--- src/rtl/cmd_host_issuer.sv ---
// -----------------------------------------------------------------------------
// cmd_host_issuer
// Host-side initiator for the 8-bit CPU command channel of the SRIO bridge.
// Sends a one-byte self-check request (CMD_CODE) on an AXIS master, waits for
// the one-byte feedback on an AXIS slave, and re-sends after NOT_READY or a
// response timeout up to MAX_RETRY times before reporting the final status.
//
// Ports
//   clk, reset             single clock, synchronous active-high reset
//   start_in               one-cycle request to run a self-check (IDLE only)
//   busy_out               high whenever the FSM is not idle
//   done_out               one-cycle pulse when the sequence finishes
//   status_out             00 none, 01 ready, 10 not-ready, 11 timeout
//   retry_cnt_out          re-sends used in the current/last sequence
//   rsp_err_out            sticky: unknown or stray response byte seen
//   cmd_axis_*             command AXIS master (single-beat packets)
//   rsp_axis_*             feedback AXIS slave (always accepted, no tready)
//
// state      | meaning
// -----------+-------------------------------------------------------------
// S_IDLE     | waiting for start_in
// S_SEND     | command beat presented, held until tready
// S_WAIT_RSP | response timer running, waiting for a feedback byte
// S_GAP      | idle spacing before a re-send
// S_DONE     | one-cycle done pulse, status valid
// -----------------------------------------------------------------------------
module cmd_host_issuer #(
    parameter int         TIMEOUT_WIDTH  = 12,
    parameter int         TIMEOUT_CYCLES = 2000,
    parameter int         MAX_RETRY      = 3,
    parameter int         RETRY_GAP      = 16,
    parameter logic [7:0] CMD_CODE       = 8'h21,
    parameter logic [7:0] RSP_READY      = 8'h25,
    parameter logic [7:0] RSP_NOT_READY  = 8'h2a
) (
    input  logic       clk,
    input  logic       reset,
    input  logic       start_in,
    output logic       busy_out,
    output logic       done_out,
    output logic [1:0] status_out,
    output logic [3:0] retry_cnt_out,
    output logic       rsp_err_out,
    output logic [7:0] cmd_axis_tdata_out,
    output logic       cmd_axis_tvalid_out,
    output logic       cmd_axis_tlast_out,
    input  logic       cmd_axis_tready_in,
    input  logic [7:0] rsp_axis_tdata_in,
    input  logic       rsp_axis_tvalid_in,
    input  logic       rsp_axis_tlast_in
);

    localparam int GAP_W = (RETRY_GAP > 1) ? $clog2(RETRY_GAP) : 1;

    localparam logic [TIMEOUT_WIDTH-1:0] TIMEOUT_LAST = TIMEOUT_WIDTH'(TIMEOUT_CYCLES - 1);
    localparam logic [TIMEOUT_WIDTH-1:0] TIMER_MAX    = '1;
    localparam logic [GAP_W-1:0]         GAP_LOAD     = GAP_W'(RETRY_GAP - 1);
    localparam logic [3:0]               MAX_RETRY_C  = 4'(MAX_RETRY);

    localparam logic [1:0] ST_NONE      = 2'b00;
    localparam logic [1:0] ST_READY     = 2'b01;
    localparam logic [1:0] ST_NOT_READY = 2'b10;
    localparam logic [1:0] ST_TIMEOUT   = 2'b11;

    typedef enum logic [2:0] {
        S_IDLE,
        S_SEND,
        S_WAIT_RSP,
        S_GAP,
        S_DONE
    } state_t;

    state_t                   state_q, state_d;
    logic [TIMEOUT_WIDTH-1:0] timer_q, timer_d;
    logic [TIMEOUT_WIDTH-1:0] timer_inc;
    logic [GAP_W-1:0]         gap_q, gap_d;
    logic [3:0]               retry_q, retry_d;
    logic [1:0]               status_q, status_d;
    logic                     rsp_err_q, rsp_err_d;
    logic                     attempt_failed;
    logic [1:0]               fail_code;

    // The feedback tlast carries no information for a single-byte response.
    logic unused_rsp_tlast;
    assign unused_rsp_tlast = rsp_axis_tlast_in;

    // Saturating increment so a long run of junk bytes can never wrap the timer.
    assign timer_inc = (timer_q == TIMER_MAX) ? timer_q : timer_q + TIMEOUT_WIDTH'(1);

    always_ff @(posedge clk) begin
        if (reset) begin
            state_q   <= S_IDLE;
            timer_q   <= '0;
            gap_q     <= '0;
            retry_q   <= '0;
            status_q  <= ST_NONE;
            rsp_err_q <= 1'b0;
        end else begin
            state_q   <= state_d;
            timer_q   <= timer_d;
            gap_q     <= gap_d;
            retry_q   <= retry_d;
            status_q  <= status_d;
            rsp_err_q <= rsp_err_d;
        end
    end

    always_comb begin
        state_d        = state_q;
        timer_d        = timer_q;
        gap_d          = gap_q;
        retry_d        = retry_q;
        status_d       = status_q;
        rsp_err_d      = rsp_err_q;
        attempt_failed = 1'b0;
        fail_code      = ST_NONE;

        case (state_q)
            S_IDLE: begin
                if (start_in) begin
                    state_d   = S_SEND;
                    status_d  = ST_NONE;
                    retry_d   = '0;
                    rsp_err_d = 1'b0;
                end
            end
            S_SEND: begin
                if (cmd_axis_tready_in) begin
                    state_d = S_WAIT_RSP;
                    timer_d = '0;
                end
            end
            S_WAIT_RSP: begin
                // A valid byte in the timeout cycle takes precedence over the timeout.
                if (rsp_axis_tvalid_in) begin
                    if (rsp_axis_tdata_in == RSP_READY) begin
                        state_d  = S_DONE;
                        status_d = ST_READY;
                    end else if (rsp_axis_tdata_in == RSP_NOT_READY) begin
                        attempt_failed = 1'b1;
                        fail_code      = ST_NOT_READY;
                    end else begin
                        rsp_err_d = 1'b1;
                        timer_d   = timer_inc;
                    end
                end else if (timer_q >= TIMEOUT_LAST) begin
                    // >= rather than == : a junk byte in the last cycle pushes the
                    // timer past TIMEOUT_LAST and the timeout must still fire.
                    attempt_failed = 1'b1;
                    fail_code      = ST_TIMEOUT;
                end else begin
                    timer_d = timer_inc;
                end
            end
            S_GAP: begin
                if (gap_q == '0) begin
                    state_d = S_SEND;
                end else begin
                    gap_d = gap_q - GAP_W'(1);
                end
            end
            S_DONE: begin
                state_d = S_IDLE;
            end
            default: begin
                state_d = S_IDLE;
            end
        endcase

        if (attempt_failed) begin
            if (retry_q < MAX_RETRY_C) begin
                retry_d = retry_q + 4'd1;
                gap_d   = GAP_LOAD;
                state_d = S_GAP;
            end else begin
                state_d  = S_DONE;
                status_d = fail_code;
            end
        end

        // Bytes arriving while no response is expected are flagged but otherwise ignored.
        if (rsp_axis_tvalid_in && (state_q != S_WAIT_RSP)) begin
            rsp_err_d = 1'b1;
        end
    end

    assign busy_out            = (state_q != S_IDLE);
    assign done_out            = (state_q == S_DONE);
    assign status_out          = status_q;
    assign retry_cnt_out       = retry_q;
    assign rsp_err_out         = rsp_err_q;
    assign cmd_axis_tvalid_out = (state_q == S_SEND);
    assign cmd_axis_tlast_out  = (state_q == S_SEND);
    assign cmd_axis_tdata_out  = (state_q == S_SEND) ? CMD_CODE : 8'h00;

endmodule

--- config.mk ---
export PLATFORM = sky130hd
export DESIGN_NAME = cmd_host_issuer
export DESIGN_NICKNAME = d
export VERILOG_FILES = /design/src/rtl/cmd_host_issuer.sv
export SDC_FILE = /design/constraint.sdc
export NUM_CORES = 1
export LEC_CHECK = 0
export CORE_MARGIN = 1
export CORE_UTILIZATION = 47
export DETAILED_ROUTE_END_ITERATION = 8
export HOLD_SLACK_MARGIN = 0.03
export PLACE_DENSITY = 0.81
export REMOVE_ABC_BUFFERS = 1
export SLEW_MARGIN = 15
export SYNTH_ARGS = -nofsm -noshare
export SYNTH_HDL_FRONTEND = slang
export SYNTH_SLANG_ARGS = --single-unit
--- constraint.sdc ---
create_clock -name clk -period 1.8 [get_ports clk]
set_input_delay 0.27 -clock clk [delete_from_list [all_inputs] [get_ports clk]]
set_output_delay 0.27 -clock clk [all_outputs]
set_load 0.01 [all_outputs]
* Yosys cells after proc, flatten, opt, wreduce, memory -nomap -nowiden
Index checks and enable logic that the tools add are counted.
** Word-level totals
- Flip-flop bits (word level) :: 26
- Bits of input ports :: 14
- Output and inout bits :: 19
- Word-level logic and storage cells :: 87
** Operators by class
- Add/subtract/negate cells :: 3
- Order comparisons :: 2
- Equality and inequality tests :: 21
- Multiplexer cells :: 46
- Reduce and logical (&&, ||, !) cells :: 9
** Operators by type and width (count)
- $mux 12 :: 6
- $ne 3x3->1 const B :: 11
- $mux 4 :: 8
- $pmux 12 s2 :: 1
- $mux 3 :: 7
- $mux 2 :: 10
- $eq 8x6->1 const B :: 2
- $reduce_and 5->1 :: 3
- $add 12x1->12 const B :: 1
- $eq 12x12->1 const B :: 1
- $ge 12x11->1 const B :: 1
- $pmux 3 s4 :: 1
- $mux 1 :: 10
- $eq 3x2->1 const B :: 2
- $mux 6 :: 1
- $reduce_bool 3->1 :: 2
- $add 4x1->4 const B :: 1
- $logic_not 4->1 :: 1
- $lt 4x2->1 const B :: 1
- $pmux 2 s2 :: 1
- $sub 4x1->4 const B :: 1
- $eq 3x1->1 const B :: 1
- $eq 3x3->1 const B :: 1
- $logic_not 3->1 :: 1
- other kinds (6) :: 6

* Depth between registers and ports, before layout
Gate-level depths: netlist of run 1.
- Depth after elaboration :: 7
- Depth in mapped cells :: 7
- Mapped depth without buffers :: 7

* Worst setup path before layout of run 1
OpenSTA, ideal clock, no wires.
- Kind :: reg-to-reg
- Start point :: reg timer_q[0]
- End point :: reg state_q[0]
- Library setup time :: 0.130 ns
- Arrival :: 1.613 ns
- Data required time :: 1.670 ns
- Path slack :: 0.056 ns
- Stages on the path, launching flop included :: 7
- Buffers on the path :: 0
- Clock period less this slack :: 1.744 ns
- Cell sequence :: dfxtp_1 -> ha_1 -> a311o_1 -> a31oi_1 -> o21ai_0 -> a221oi_1 -> nor4_1
** On the way
- Cells in the longest elaborated chain, start to end :: 6
- Elaborated cells between the ends (all ways) :: 11
- Those cells by class :: order compare: 1; eq/ne: 5; mux: 4; reduce/logical: 1
** Ends and longest elaborated chain
- start, declared :: line 74 : logic [TIMEOUT_WIDTH-1:0] timer_q, timer_d;
- start signal, assigned :: line 100 : timer_q <= timer_d;
- $ge 12x11->1 (*) :: line 146 : end else if (timer_q >= TIMEOUT_LAST) begin
- $mux 1 (*) :: line 146
- $mux 1 (*) :: line 135 : if (rsp_axis_tvalid_in) begin
- $mux 1 (*) :: line 118 : case (state_q)
- $ne 3x3->1 (no line) / $ne 3x1->1 (equally long branches)
- $reduce_and 5->1 (no line)
- end signal, assigned :: line 99 : state_q <= state_d;
- end, declared :: line 73 : state_t state_q, state_d;
Every way passes the cells marked *; elsewhere a longest branch is shown, timed or not.
A chain may end at the register's enable or synchronous reset.

* Final worst setup path of run 1
- Start point :: reg timer_q[1]
- End point :: reg timer_q[9]
** On the way
- Cells in the longest elaborated chain, start to end :: 6
- Elaborated cells between the ends (all ways) :: 11
- Those cells by class :: add/sub: 1; order compare: 1; eq/ne: 2; mux: 6; reduce/logical: 1
** Ends and longest elaborated chain
- $add 12x1->12 / $eq 12x12->1 (equally long branches) :: line 88 : assign timer_inc = (timer_q == TIMER_MAX) ? timer_q : timer_q + TIMEOUT_WIDTH'(1);
- $mux 12 :: line 88
- $mux 12 :: line 139 : end else if (rsp_axis_tdata_in == RSP_NOT_READY) begin
- $mux 12 :: line 136 : if (rsp_axis_tdata_in == RSP_READY) begin
- $mux 12 :: line 135
- $pmux 12 s2 :: line 118
Parallel ways exist; a longest one is shown, timed or not. The select of a mux whose other input is x is not followed.

==> summary.txt, run 1 <==
NumNets Final - 263
cell count after placement - 279
Leak - 0.8373 nW
Final setup viols - 4
Critical Path Fanout Max - 7
Die Area - 0.003887 mm^2
finished layout cell area - 0.002292 mm^2
I/O pin count - 33
largest net degree at the start of global routing - 19
unrepaired setup endpoints after global routing - true
Antenna Cells - 0
worst-skew pair later-pin latency - 0.34 ns
final hold viol count - 0
WHS - 0.5009 ns
Seq/Total Area, Yosys - 30.41%
first-pass GRT wire length - 7.348 mm
Power Density - 881.4 mW/mm^2
ANT nets after route - 0
clock slew at reported path FFs - 0.14 ns
syn avg cell area - 8.915 um^2
# rows - 21
Worst Hold Class - flop to flop
maximum vdd ir drop - 0.0005899 V
CP Cell Sequence - ha_4 -> buf_6 -> nand4b_1 -> o211ai_4 -> a31o_4 -> or4_1 -> a21oi_1
FF+latch count, synth - 26
GR Overflow Total - 0
Max Clk Rate - 0.5443 GHz
Final HPWL DP - 2.880 mm
initial antenna violation count - 0
number of max-cap violations - 0
synthesized area - 0.001712 mm^2
ys async rst share - 0%
Seq. cell area - 538.0 um^2
Routed WL - 4.396 mm
Top FF cell, synth - dfxtp_1
CP Capture Type - flop
CP Launch Type - flop
area of the multi-input gates - 0.001105 mm^2
CP max stage delay - 0.51 ns
DR vias/cell - 5.887
clk buf depth - 2
Slew Limit Fails - 0
number of synthesis warnings - 0
top-area cell type share of the netlist area - 30.41%
crit path kind - flop to flop
hold buffers post-CTS - 0
DR vias - 1713
Core Footprint - 0.003416 mm^2
cell family with most CP delay - simple AND/OR/NAND/NOR gates
Netlist cell types - 60
CP max-delay cell - or4_1
H-tree depth - 1
drt first pass iters - 5
critical path arrival - 2.12 ns
clk_skew - 0.007997 ns
status - finished, violations left
Num CTS Buffers - 3
DR iter-0 viols - 127
failing checks - negative setup slack
gr usage total - 23.68%
I/O Buffers - 25
DRC Markers - 0
vias in the first global route - 1655
Final WS setup - -0.03713 ns
CP required - 2.08 ns
minimum clock period - 1.837 ns
share of layout cells above drive strength 1 - 31.43%
DP Area - 0.002123 mm^2
top post-synthesis cells by area - dfxtp_1 30%, a21oi_1 6.4%, buf_4 3.9%
DIE HEIGHT - 62.35 um
period utilisation layout - 102.1%
CTS tree - yes
TritonCTS Sinks - 26
post-synthesis instance total - 192
die width - 62.35 um
root buffer cell - clkbuf_4
Initial Utilization - 50.11%
final RePlAce weighted congestion - 0.8521
Post-synth EDFFs - 0
worst path bufs/invs - 1
Area Overhead vs Synth - 33.92%
most area-hungry cell type in the Yosys netlist - dfxtp_1
Cell Count, Final, Fillers Out - 291
WL/cell - 15.11 um
fillers - 268
## where the power goes
group	leakage, nW	internal, mW	switching, mW
sequential	0.215	0.636	0.0540
combinational	0.602	0.515	0.510
clock	0.0210	0.124	0.181
## cells in the mapped netlist, types with 3 or more instances
library cell / number
o21ai_0: 9
nand3_1: 11
or4_1: 6
or3_1: 3
o211ai_1: 3
buf_6: 4
a21oi_1: 22
dfxtp_1: 26
nor2_1: 8
inv_1: 4
ha_1: 3
o31ai_1: 8
buf_4: 9
nand2_1: 8
nor3b_1: 7
nand4_1: 3
nor3_1: 4
## sequential cells by signal (all words and copies together) (netlist names)
register / flops
gap_q: 4
state_q: 3
timer_q: 12
rsp_err_out: 1
status_out: 2
retry_cnt_out: 4
## cells in the final DEF (no fill, tap or decap), types with 3 or more instances in the layout
cell type         n
or3_1             3
a21oi_1          21
nor3b_1           7
dfxtp_2           5
clkbuf_4          3
buf_6             3
nand2_1           8
nor3_1            4
conb_1            6
inv_1             4
buf_4            33
nor2_1            7
nand3_1          11
dlygate4sd2_1     5
o21ai_0           8
dfxtp_1          18
o31ai_1           8
or4_1             6
clkdlybuf4s50_1  19
o211ai_1          3
nand4_1           3
dfxtp_4           3
## per-layer routing
| metal | track usage, % | wire (um) |
|---|---|---|
| met1 | 27.73 | 1903 |
| met2 | 39.84 | 2112 |
| met3 | 5.331 | 291 |
| met4 | 13.08 | 89 |
| met5 | 0 | 0 |
## layout make-up
cell class	instances	area share [%]
flip-flops and latches	26	23.47
clock buffers	4	1.583
multi-input cells	149	48.20
well taps	46	2.511
inverters	4	0.6550
repair buffers	62	23.58
## path summary, 6_finish.rpt
check	startpoint	to	slack, ns	cells after the start
max	timer_q[1]	timer_q[9]	-0.04	7
min	status_out[1]	status_out[1]	0.50	2
max reg2reg	timer_q[1]	timer_q[9]	-0.04	7
min reg2reg	status_out[1]	status_out[1]	0.50	2
## per-stage QoR
stage	worst slack (ns)	power, mW	util [%]	TNS (ns)
5_1_grt	-0.1029	2.141	67.11	-0.4019
6_report	-0.03713	2.020	67.11	-0.09620
2_1_floorplan	-0.03065	1.133	-	-0.03065
4_1_cts	-0.01078	1.896	64.98	-0.01078
3_3_place_gp	-0.2594	1.581	62.16	-3.602
3_5_place_dp	-0.3161	1.601	62.16	-4.306
## cell families (layout without fill, tap and decap cells)
| group | count (synthesis) | after routing | share of synthesized area, % |
|---|---|---|---|
| flops | 26 | 26 | 30.41 |
| compound gates | 58 | 59 | 24.93 |
| mux | 1 | 1 | 0.5848 |
| buf+inv | 23 | 70 | 9.795 |
| fa+ha+maj | 3 | 3 | 2.193 |
| other cells | 1 | 6 | 0.2191 |
| simple gates | 79 | 79 | 31.36 |
| xor+xnor | 1 | 1 | 0.5118 |
## worst register-to-register path, stage by stage, from the launching register on
cell,delay [ns]
dfxtp_2,0.36
ha_4,0.16
buf_6,0.11
nand4b_1,0.13
o211ai_4,0.12
a31o_4,0.27
or4_1,0.52
a21oi_1,0.12
## what timing repair did
action	CTS	global route
cloned	1	0
resized for setup	19	16
setup buffers	3	4
endpoints found under the setup margin	17	13
pin swaps	15	8
Power figures use the tool's default switching activity.
==> run 2: changes to the inputs <==
MAX_ROUTING_LAYER = met4   (was unset)
==> summary.txt, run 2 (synthesized netlist as in run 1, its figures left out) <==
worst path bufs/invs - 1 (unchanged)
CP Capture Type - flop
Die Area - 0.003887 mm^2 (unchanged)
clock slew at reported path FFs - 0.14 ns (about the same)
Final HPWL DP - 2.880 mm (unchanged)
critical path arrival - 2.12 ns (about the same)
Leak - 0.8373 nW (unchanged)
final hold viol count - 0 (unchanged)
status - finished, violations left
first-pass GRT wire length - 7.348 mm (unchanged)
clk buf depth - 2 (unchanged)
CP Depth - 7 (unchanged)
Final WS setup - -0.03612 ns (+0.001010 ns)
Critical Path Fanout Max - 7 (unchanged)
Final setup viols - 4 (unchanged)
failing checks - negative setup slack
worst hold path depth - 2 (unchanged)
H-tree depth - 1 (unchanged)
DIE HEIGHT - 62.35 um (unchanged)
commonest non-fill, non-tap cells in the layout - 33 x buf_4, 21 x a21oi_1, 19 x clkdlybuf4s50_1
Initial Utilization - 50.11% (unchanged)
ANT nets after route - 0 (unchanged)
Register-to-Register Path Depth - 7 (unchanged)
drt first pass iters - 5 (unchanged)
CTS tree - yes
CP Launch Type - flop
CP required - 2.09 ns (about the same)
register with the most flip-flops - timer_q
number of max-cap violations - 0 (unchanged)
WL/cell - 15.31 um (+1.3%)
NumNets Final - 263 (unchanged)
met1 Use GR - 27.73% (unchanged)
finished layout cell area - 0.002292 mm^2 (unchanged)
Worst Hold Class - flop to flop
I/O Buffers - 25 (unchanged)
Top Usage Layer GRT - met2
met3 usage - 5.331% (unchanged)
CP max-delay cell - or4_1
root buffer cell - clkbuf_4
Area Overhead vs Synth - 33.92% (unchanged)
Routed WL - 4.454 mm (+1.3%)
# rows - 21 (unchanged)
Max Clk Rate - 0.5446 GHz (about the same)
TritonCTS Sinks - 26 (unchanged)
worst-skew pair later-pin latency - 0.34 ns (about the same)
Slew Limit Fails - 0 (unchanged)
DP Area - 0.002123 mm^2 (unchanged)
crit path kind - flop to flop
cell family with most CP delay - simple AND/OR/NAND/NOR gates
GR Overflow Total - 0 (unchanged)
Power Density - 882.2 mW/mm^2 (about the same)
CP Cell Sequence - ha_4 -> buf_6 -> nand4b_1 -> o211ai_4 -> a31o_4 -> or4_1 -> a21oi_1
Antenna Cells - 0 (unchanged)
GR met2 Demand/Resource - 39.84% (unchanged)
clk_skew - 0.006519 ns (-0.001477 ns)
largest net degree at the start of global routing - 19 (unchanged)
max reg flops - 12 (unchanged)
maximum vdd ir drop - 0.0005885 V (-0.24%)
minimum clock period - 1.836 ns (-0.001010 ns)
gr usage total - 24.36% (+0.68 points)
period utilisation layout - 102.0% (about the same)
CP max stage delay - 0.51 ns (about the same)
Num CTS Buffers - 3 (unchanged)
I/O pin count - 33 (unchanged)
DR iter-0 viols - 133 (+4.7%)
final RePlAce weighted congestion - 0.8656 (+1.6%)
unrepaired setup endpoints after global routing - true
die width - 62.35 um (unchanged)
commonest non-fill, non-tap cell in the layout - buf_4
share of layout cells above drive strength 1 - 31.43% (unchanged)
DRC Markers - 0 (unchanged)
vias in the first global route - 1652 (-0.18%)
initial antenna violation count - 0 (unchanged)
fin util - 67.11% (unchanged)
Core Footprint - 0.003416 mm^2 (unchanged)
DR vias/cell - 5.990 (+1.8%)
DR vias - 1743 (+1.8%)
-- run 2: through the flow --
step                setup TNS [ns]  total power [mW]  instances  hold slack [ns]  setup WS, ns
global route               -0.4019             2.141        291           0.5138       -0.1029
floorplan                 -0.03065             1.133        178           0.3391      -0.03065
finish                    -0.09719             2.022        291           0.5009      -0.03612
CTS                       -0.01078             1.896        287           0.4998      -0.01078
global placement            -3.602             1.581        279           0.4629       -0.2594
detailed placement          -4.306             1.601        279           0.4775       -0.3161
-- run 2: report_power, final --
part / switching [mW] / leakage (nW) / internal (mW)
Sequential: 0.0547 / 0.215 / 0.636
Combinational: 0.510 / 0.602 / 0.515
Clock: 0.182 / 0.0210 / 0.124
Total: 0.747 / 0.837 / 1.27
-- run 2: final timing paths --
| kind | from | to | slack, ns |
|---|---|---|---|
| hold reg to reg | timer_q[9] | timer_q[9] | 0.50 |
| setup / recovery | timer_q[1] | timer_q[9] | -0.04 |
| setup reg to reg | timer_q[1] | timer_q[9] | -0.04 |
| hold / removal | timer_q[9] | timer_q[9] | 0.50 |
-- run 2: cell type report --
cell class                      count  area, um^2
Clock buffer                        4       36.28
Fill cell                         268        1124
Inverter                            4       15.01
Multi-Input combinational cell    149        1105
Sequential cell                    26       538.0
Tap cell                           46       57.56
Timing Repair Buffer               62       540.5
-- run 2: per-layer routing --
metal | share of wire [%] | up-vias
met5 | 0 | -
met4 | 2.5 | 0
met3 | 7.2 | 14
met2 | 48 | 91
met1 | 43 | 815
li1 | - | 823
-- run 2: worst register-to-register path: stages, from the launching register on --
cell	delay, ns
dfxtp_2	0.36
ha_4	0.16
buf_6	0.11
nand4b_1	0.13
o211ai_4	0.12
a31o_4	0.27
or4_1	0.52
a21oi_1	0.12
-- run 2: timing repair --
action,4_1_cts,5_1_grt
hold buffers,0,0
hold endpoints to repair,0,0
resized for setup,19,16
gates cloned,1,0
pin swaps,15,8
endpoints found under the setup margin,17,13
setup buffers,3,4
